`src/rtl/sap1_pkg.sv`:
```
// SAP-1 shared constants: opcodes, control-word bit positions, fixed control words.
package sap1_pkg;

  localparam int OP_W = 4;
  localparam int CW_W = 12;

  // Opcodes (IR upper nibble)
  localparam logic [OP_W-1:0] OP_LDA = 4'b0000;
  localparam logic [OP_W-1:0] OP_ADD = 4'b0001;
  localparam logic [OP_W-1:0] OP_SUB = 4'b0010;
  localparam logic [OP_W-1:0] OP_OUT = 4'b1110;
  localparam logic [OP_W-1:0] OP_HLT = 4'b1111;

  // Control word bit positions, MSB first: {Cp,Ep,nLm,nCE,nLi,nEi,nLa,Ea,Su,Eu,nLb,nLo}
  localparam int CON_CP  = 11;
  localparam int CON_EP  = 10;
  localparam int CON_NLM = 9;
  localparam int CON_NCE = 8;
  localparam int CON_NLI = 7;
  localparam int CON_NEI = 6;
  localparam int CON_NLA = 5;
  localparam int CON_EA  = 4;
  localparam int CON_SU  = 3;
  localparam int CON_EU  = 2;
  localparam int CON_NLB = 1;
  localparam int CON_NLO = 0;

  // Idle word: every active-low load/enable deasserted, every active-high one off
  localparam logic [CW_W-1:0] CW_IDLE     = 12'h3E3;
  localparam logic [CW_W-1:0] CW_FETCH_T1 = 12'h5E3;  // Ep, nLm
  localparam logic [CW_W-1:0] CW_FETCH_T2 = 12'hBE3;  // Cp
  localparam logic [CW_W-1:0] CW_FETCH_T3 = 12'h263;  // nCE, nLi

endpackage

```
`src/rtl/sap1_ring_counter.sv`:
```
// One-hot T-state ring counter; async CLR returns to T1.
module sap1_ring_counter #(
  parameter int N = 6
) (
  input  logic         clk,
  input  logic         CLR,
  input  logic         en,
  output logic [N-1:0] q
);

  // Rotate the single hot bit one place per enable; top state wraps to T1
  always_ff @(posedge clk or posedge CLR) begin
    if (CLR)     q <= N'(1);
    else if (en) q <= {q[N-2:0], q[N-1]};
  end

endmodule

```
`src/rtl/sap1_control_sequencer.sv`:
```
// SAP-1 controller-sequencer: T-state ring, opcode decode to the 12-bit
// control word, and the halt latch that stops the clock generator.
module sap1_control_sequencer
  import sap1_pkg::*;
#(
  parameter int T_STATES = 6,
  parameter int OP_W     = 4
) (
  input  logic            clk,
  input  logic            CLR,
  input  logic            clk_en,
  input  logic            run,
  input  logic [OP_W-1:0] opcode,
  output logic [11:0]     con,
  output logic            nHLT,
  output logic [5:0]      tstate
);

  logic [T_STATES-1:0] ring;
  logic                adv;
  logic [11:0]         cw;

  // Halted or programming mode freezes the ring
  assign adv = clk_en & run & nHLT;

  sap1_ring_counter #(.N(T_STATES)) u_ring (
    .clk (clk),
    .CLR (CLR),
    .en  (adv),
    .q   (ring)
  );

  // Zero-extend the ring to the fixed 6-bit LED bus; unused states stay dark
  always_comb begin
    tstate                 = '0;
    tstate[T_STATES-1:0]   = ring;
  end

  // HLT is caught on the edge that leaves T3, so T4 is already halted
  always_ff @(posedge clk or posedge CLR) begin
    if (CLR)                                      nHLT <= 1'b1;
    else if (adv && tstate[2] && opcode == OP_HLT) nHLT <= 1'b0;
  end

  // Microcode lookup; states past T_STATES never light, so their slots drop out
  always_comb begin
    cw = CW_IDLE;
    casez ({tstate, opcode})
      {6'b000001, 4'b????}: cw = CW_FETCH_T1;
      {6'b000010, 4'b????}: cw = CW_FETCH_T2;
      {6'b000100, 4'b????}: cw = CW_FETCH_T3;
      {6'b001000, OP_LDA}:  cw = 12'h1A3;
      {6'b010000, OP_LDA}:  cw = 12'h2C3;
      {6'b001000, OP_ADD}:  cw = 12'h1A3;
      {6'b010000, OP_ADD}:  cw = 12'h2E1;
      {6'b100000, OP_ADD}:  cw = 12'h3C7;
      {6'b001000, OP_SUB}:  cw = 12'h1A3;
      {6'b010000, OP_SUB}:  cw = 12'h2E1;
      {6'b100000, OP_SUB}:  cw = 12'h3CF;
      {6'b001000, OP_OUT}:  cw = 12'h3F2;
      default:              cw = CW_IDLE;
    endcase
  end

  // Bus ownership gate: manual mode or halt parks every control line
  always_comb begin
    con = cw;
    if (!run || !nHLT) con = CW_IDLE;
  end

endmodule

```
`config.mk`:
```
export PLATFORM = sky130hd
export DESIGN_NAME = sap1_control_sequencer
export DESIGN_NICKNAME = d
export VERILOG_FILES = /design/src/rtl/sap1_pkg.sv /design/src/rtl/sap1_ring_counter.sv /design/src/rtl/sap1_control_sequencer.sv
export SDC_FILE = /design/constraint.sdc
export NUM_CORES = 1
export LEC_CHECK = 0
export CORE_MARGIN = 1.5
export CORE_UTILIZATION = 35
export DETAILED_ROUTE_END_ITERATION = 16
export GPL_ROUTABILITY_DRIVEN = 0
export PLACE_DENSITY_LB_ADDON = 0.15
export SYNTH_ARGS = -nofsm -noshare
export SYNTH_HDL_FRONTEND = slang
export SYNTH_SLANG_ARGS = --single-unit
```
`constraint.sdc`:
```
create_clock -name clk -period 1.4 [get_ports clk]
set_input_delay 0.14 -clock clk [delete_from_list [all_inputs] [get_ports clk]]
set_output_delay 0.14 -clock clk [all_outputs]
set_load 0.01 [all_outputs]
```
### Yosys cells after proc, flatten, opt, wreduce, memory -nomap -nowiden

Index checks and enable logic that the tools add are counted.

* add/subtract/negate cells: 0
* $mul: 0
* div/mod/pow operators: 0
* magnitude comparators: 0
* eq/ne operators: 13
* shift operators: 0
* multiplexer cells: 2
* bitwise gates (word level): 2
* reductions and logical operators: 7

Operators with widths (count)
* $pmux 12 s9: 1
* $eq 10x8->1 const B: 4
* $eq 10x9->1 const B: 3
* $eq 10x10->1 const B: 2
* $mux 12: 1
* $eq 6x1->1 const B: 1
* $eq 6x2->1 const B: 1
* $eq 6x3->1 const B: 1
* $eq 4x4->1 const B: 1
* $reduce_or 3->1: 1
* $and 1x1->1: 2
* $logic_and 1x1->1: 2
* $logic_not 1->1: 2
* $reduce_or 2->1: 1
* $logic_or 1x1->1: 1

* bits in registers: 7
* bits in latches: 0
* RAM bits: 0
* ROM bits: 0
* bits of input ports: 8
* output and inout bits: 19
* word-level logic and storage cells: 26
* memories kept: 0

### Logic depth before layout (Yosys ltp)

* word-level depth: 4
* depth in mapped cells: 6
* depth with buffers taken out: 5

### Cells and area by module

Synthesis repeated with hierarchy kept, for this count alone.

* cells, all modules: 93
* area, all modules: 757.0 µm²

Modules (own cells, without submodules)
* sap1_control_sequencer: times used 1, cells an instance 79, area each 500.5 µm², seq. area each 26.3 µm²
* sap1_ring_counter: times used 1, cells an instance 14, area each 256.5 µm², seq. area each 151.4 µm²

### Least setup slack after synthesis

Ideal clock, no wire load.

* path type: register -> output
* from: register u_ring.q[0]
* to: output port con[7]
* arrival: 1.509 ns
* required time: 1.260 ns
* slack: -0.249 ns
* stages on the path, launching flop included: 7
* path buffers: 1
* cell sequence: dfstp_2 > clkbuf_2 > nor4_2 > and3_1 > and2_1 > nor3_1 > nand4_1

* cells in the longest elaborated chain, start to end: 4
* elaborated cells between the ends (all ways): 16
* those cells by class: eq/ne: 12; mux: 2; reduce/logical: 2

Ends and longest elaborated chain
* start, declared: line sap1_ring_counter.sv:8 `output logic [N-1:0] q`
* start signal, assigned: line sap1_ring_counter.sv:14 `else if (en) q <= {q[N-2:0], q[N-1]};`
* $eq 10x8->1 / $eq 10x9->1 (equally long branches): line sap1_control_sequencer.sv:48 `casez ({tstate, opcode})`
* $reduce_or 3->1 (no line) / $reduce_or 2->1 (equally long branches)
* $pmux 12 s9 *: line sap1_control_sequencer.sv:48
* $mux 12 *: line sap1_control_sequencer.sv:68 `if (!run || !nHLT) con = CW_IDLE;`
* end, declared: line sap1_control_sequencer.sv:14 `output logic [11:0] con,`

Mark *: on every way between the ends. The rest lies on a longest branch, timed or not.

### Worst setup path in the final report

* from: register u_ring.q[5]
* to: output port con[8]

The elaborated chain is that of the path after synthesis.

==> out/summary.txt <==
Initial Utilization: 0.369
core area: 1940 µm²
drt via density: 5.43
PortBufs: 26
grt total ovfl: 0
Filler cells: 117
cells on worst reg2reg path: 4
ratio of cells with drive above 1 in the final layout: 0.679
CTS Buf Count: 3
Final Hold Viols: 0
relative slew slack: 0.724
area grow syn2layout: 117%
H-Tree Depth: 1
Routed WL per cell: 17.3 µm
post-route core utilization: 0.799
Post-Route WL: 3320 µm
RSZ-0062 raised after global routing: true
clock buffer depth: 2
Synth area leaders: dfrtp_1 17%, mux2_2 7.9%, dfstp_2 7.3%
total track usage: 0.286
Reg-to-Reg End: u_ring.q[4]$_DFFE_PP0P_
CTS tree: yes
DRT antenna net count: 0
Worst Setup Path Type: flip-flop to output pin
Slew Viols, Final: 0
global-route wire length before repair: 4580 µm
WP data required: 1.26 ns
run status: complete, but fails checks
max-cap violations: 0
# diodes: 0
post-synthesis register bit count: 7
Leakage: 0.765 nW
Worst setup SP type: flip-flop
Post-CTS Hold Buffers: 0
Reg clk slew, reported paths: 0.06 ns
ys async rst share: 1.00
worst vdd ir: 0.000411 V
Reg2Reg Setup Slack: 0.07 ns
DIE HEIGHT: 48.2 µm
Final nets: 174
Cell variety after synth: 38
mapped cell area: 716 µm²
sequential area share after synthesis: 0.248
worst reg2reg startpoint: nHLT$_DFFE_PP1P_
fmax: 0.483 GHz
skew final: 0.00992 ns
Synth area leader: dfrtp_1
largest net degree at the start of global routing: 9
Tmin final: 2.07 ns
CTS sink count: 7
measured slew at the worst slew-check pin: 0.409 ns
Crit. End Element: output pin
final setup violation count: 12
Rows: 16
vias: 1043
Syn Inst Count: 85
post-synth top area share: 0.175
worst hold-check path type: primary input to asynchronous set/reset pin
CP max FO: 4
PD cells: 312 nW/µm²
I/O pins: 27
syn_nets: 93
power consumption: 0.484 mW
initial drt markers: 34
setup TNS: -6.34 ns
vias in the first global route: 965
Critical Path AT: 1.93 ns
Worst-Skew Late Latency: 0.26 ns
Final period util: 1.48
setup slack after layout: -0.669 ns
post-DP HPWL: 1900 µm
Post-Syn Area per Cell: 8.42 µm²
drt drc: 0
ys flop type: dfrtp_1
failing checks: setup timing
Root Buffer: clkbuf_4
drt pass-1 iters: 4
DIE AREA: 2330 µm²
Synth warnings: 0
Die Wd: 48.2 µm
most frequent cells after synthesis: 8 x nand2_1, 8 x nor2_1, 6 x nand3_1, 6 x nand4_1
EDFF count, synth: 0
initial antenna violation count: 0
[cells in the final DEF, fill, tap and decap left out, types with 2 or more instances in the layout]
cell type / netlist / routed
dfrtp_2: 0 / 4
dfstp_2: 2 / 2
buf_4: 0 / 46
nor3_2: 0 / 2
mux2_2: 5 / 5
nor2_1: 8 / 4
buf_6: 3 / 13
inv_1: 3 / 3
clkbuf_2: 1 / 2
nand3_2: 0 / 3
a21oi_1: 3 / 2
clkdlybuf4s50_1: 0 / 6
buf_2: 0 / 8
nand2_1: 8 / 7
nand3_1: 6 / 2
dlygate4sd2_1: 0 / 3
clkdlybuf4s15_1: 0 / 2
nor4_4: 1 / 3
nor2b_1: 3 / 2
o211ai_1: 2 / 2
nor2_2: 0 / 3
nand4_1: 6 / 6
clkbuf_4: 0 / 3
[worst max-delay path: stages, from the launching register on]
cell      delay [ns]
dfrtp_1         0.39
buf_4           0.16
nor4bb_4        0.15
o211ai_2        0.20
o211ai_1        0.14
or3_1           0.36
o211ai_1        0.10
buf_2           0.16
[metrics by stage]
| step | setup slack [ns] | cell area [µm²] | hold slack [ns] | std cells |
|---|---|---|---|---|
| floorplan | -0.148 | 777 | -0.0581 | 85 |
| global placement | -0.864 | 1280 | 0.381 | 168 |
| detailed placement | -0.911 | 1280 | 0.398 | 168 |
| CTS | -0.625 | 1490 | 0.115 | 188 |
| global route | -0.794 | 1550 | 0.150 | 192 |
| finish | -0.669 | 1550 | 0.117 | 192 |
[per-layer routing]
layer  vias to the layer above  wire length (µm)  GRT usage
li1                        475                 -          -
met2                        39              1780      0.529
met3                         8               108     0.0296
met4                         0                74     0.0973
met1                       521              1360      0.338
met5                         -                 0          0
[power by group]
part | total [mW] | switching, mW | internal (mW)
Sequential | 0.203 | 0 | 0.203
Clock | 0.186 | 0.0817 | 0.105
Combinational | 0.0950 | 0.0446 | 0.0504
Total | 0.484 | 0.126 | 0.358
[state kept, by name, summed over array words and instances, names as in the netlist]
signal    count
nHLT          1
u_ring.q      6
[what timing repair did]
item                                    in CTS  in global routing
pin swaps                                   10                  5
endpoints found under the setup margin      19                 16
gates cloned                                 0                  0
buffers inserted                            17                  6
resized for setup                           91                 12
[final cells by class]
class | instances | area [µm²] | area share
timing repair buffer | 80 | 648 | 0.418
multi-input combinational | 70 | 644 | 0.415
sequential | 7 | 183 | 0.118
tap | 27 | 33.8 | 0.0218
clock buffer | 3 | 22.5 | 0.0145
inverter | 4 | 15.0 | 0.00968
clock inverter | 1 | 5.00 | 0.00323
[logic make-up (layout without fill, tap and decap cells)]
family | Yosys count | after routing | synth area share
AOI/OAI and AO/OA | 12 | 12 | 0.117
xor gates and xnor gates | 1 | 1 | 0.0122
buffers and inverters | 8 | 88 | 0.0752
DFF | 7 | 7 | 0.248
muxes | 5 | 5 | 0.0787
and+or+nand+nor | 52 | 52 | 0.469
[how the worst max path moves through the flow]
stage	startpoint	endpoint	slack (ns)	cells after the start
global route	u_ring.q[5]$_DFFE_PP0P_	con[8]	-0.79	8
global placement	opcode[0]	con[8]	-0.86	7
floorplan	u_ring.q[4]$_DFFE_PP0P_	con[7]	-0.15	6
detailed placement	opcode[0]	con[8]	-0.91	7
CTS	u_ring.q[4]$_DFFE_PP0P_	con[8]	-0.63	7
finish	u_ring.q[5]$_DFFE_PP0P_	con[8]	-0.67	7
(Power assumes the default switching activity.)
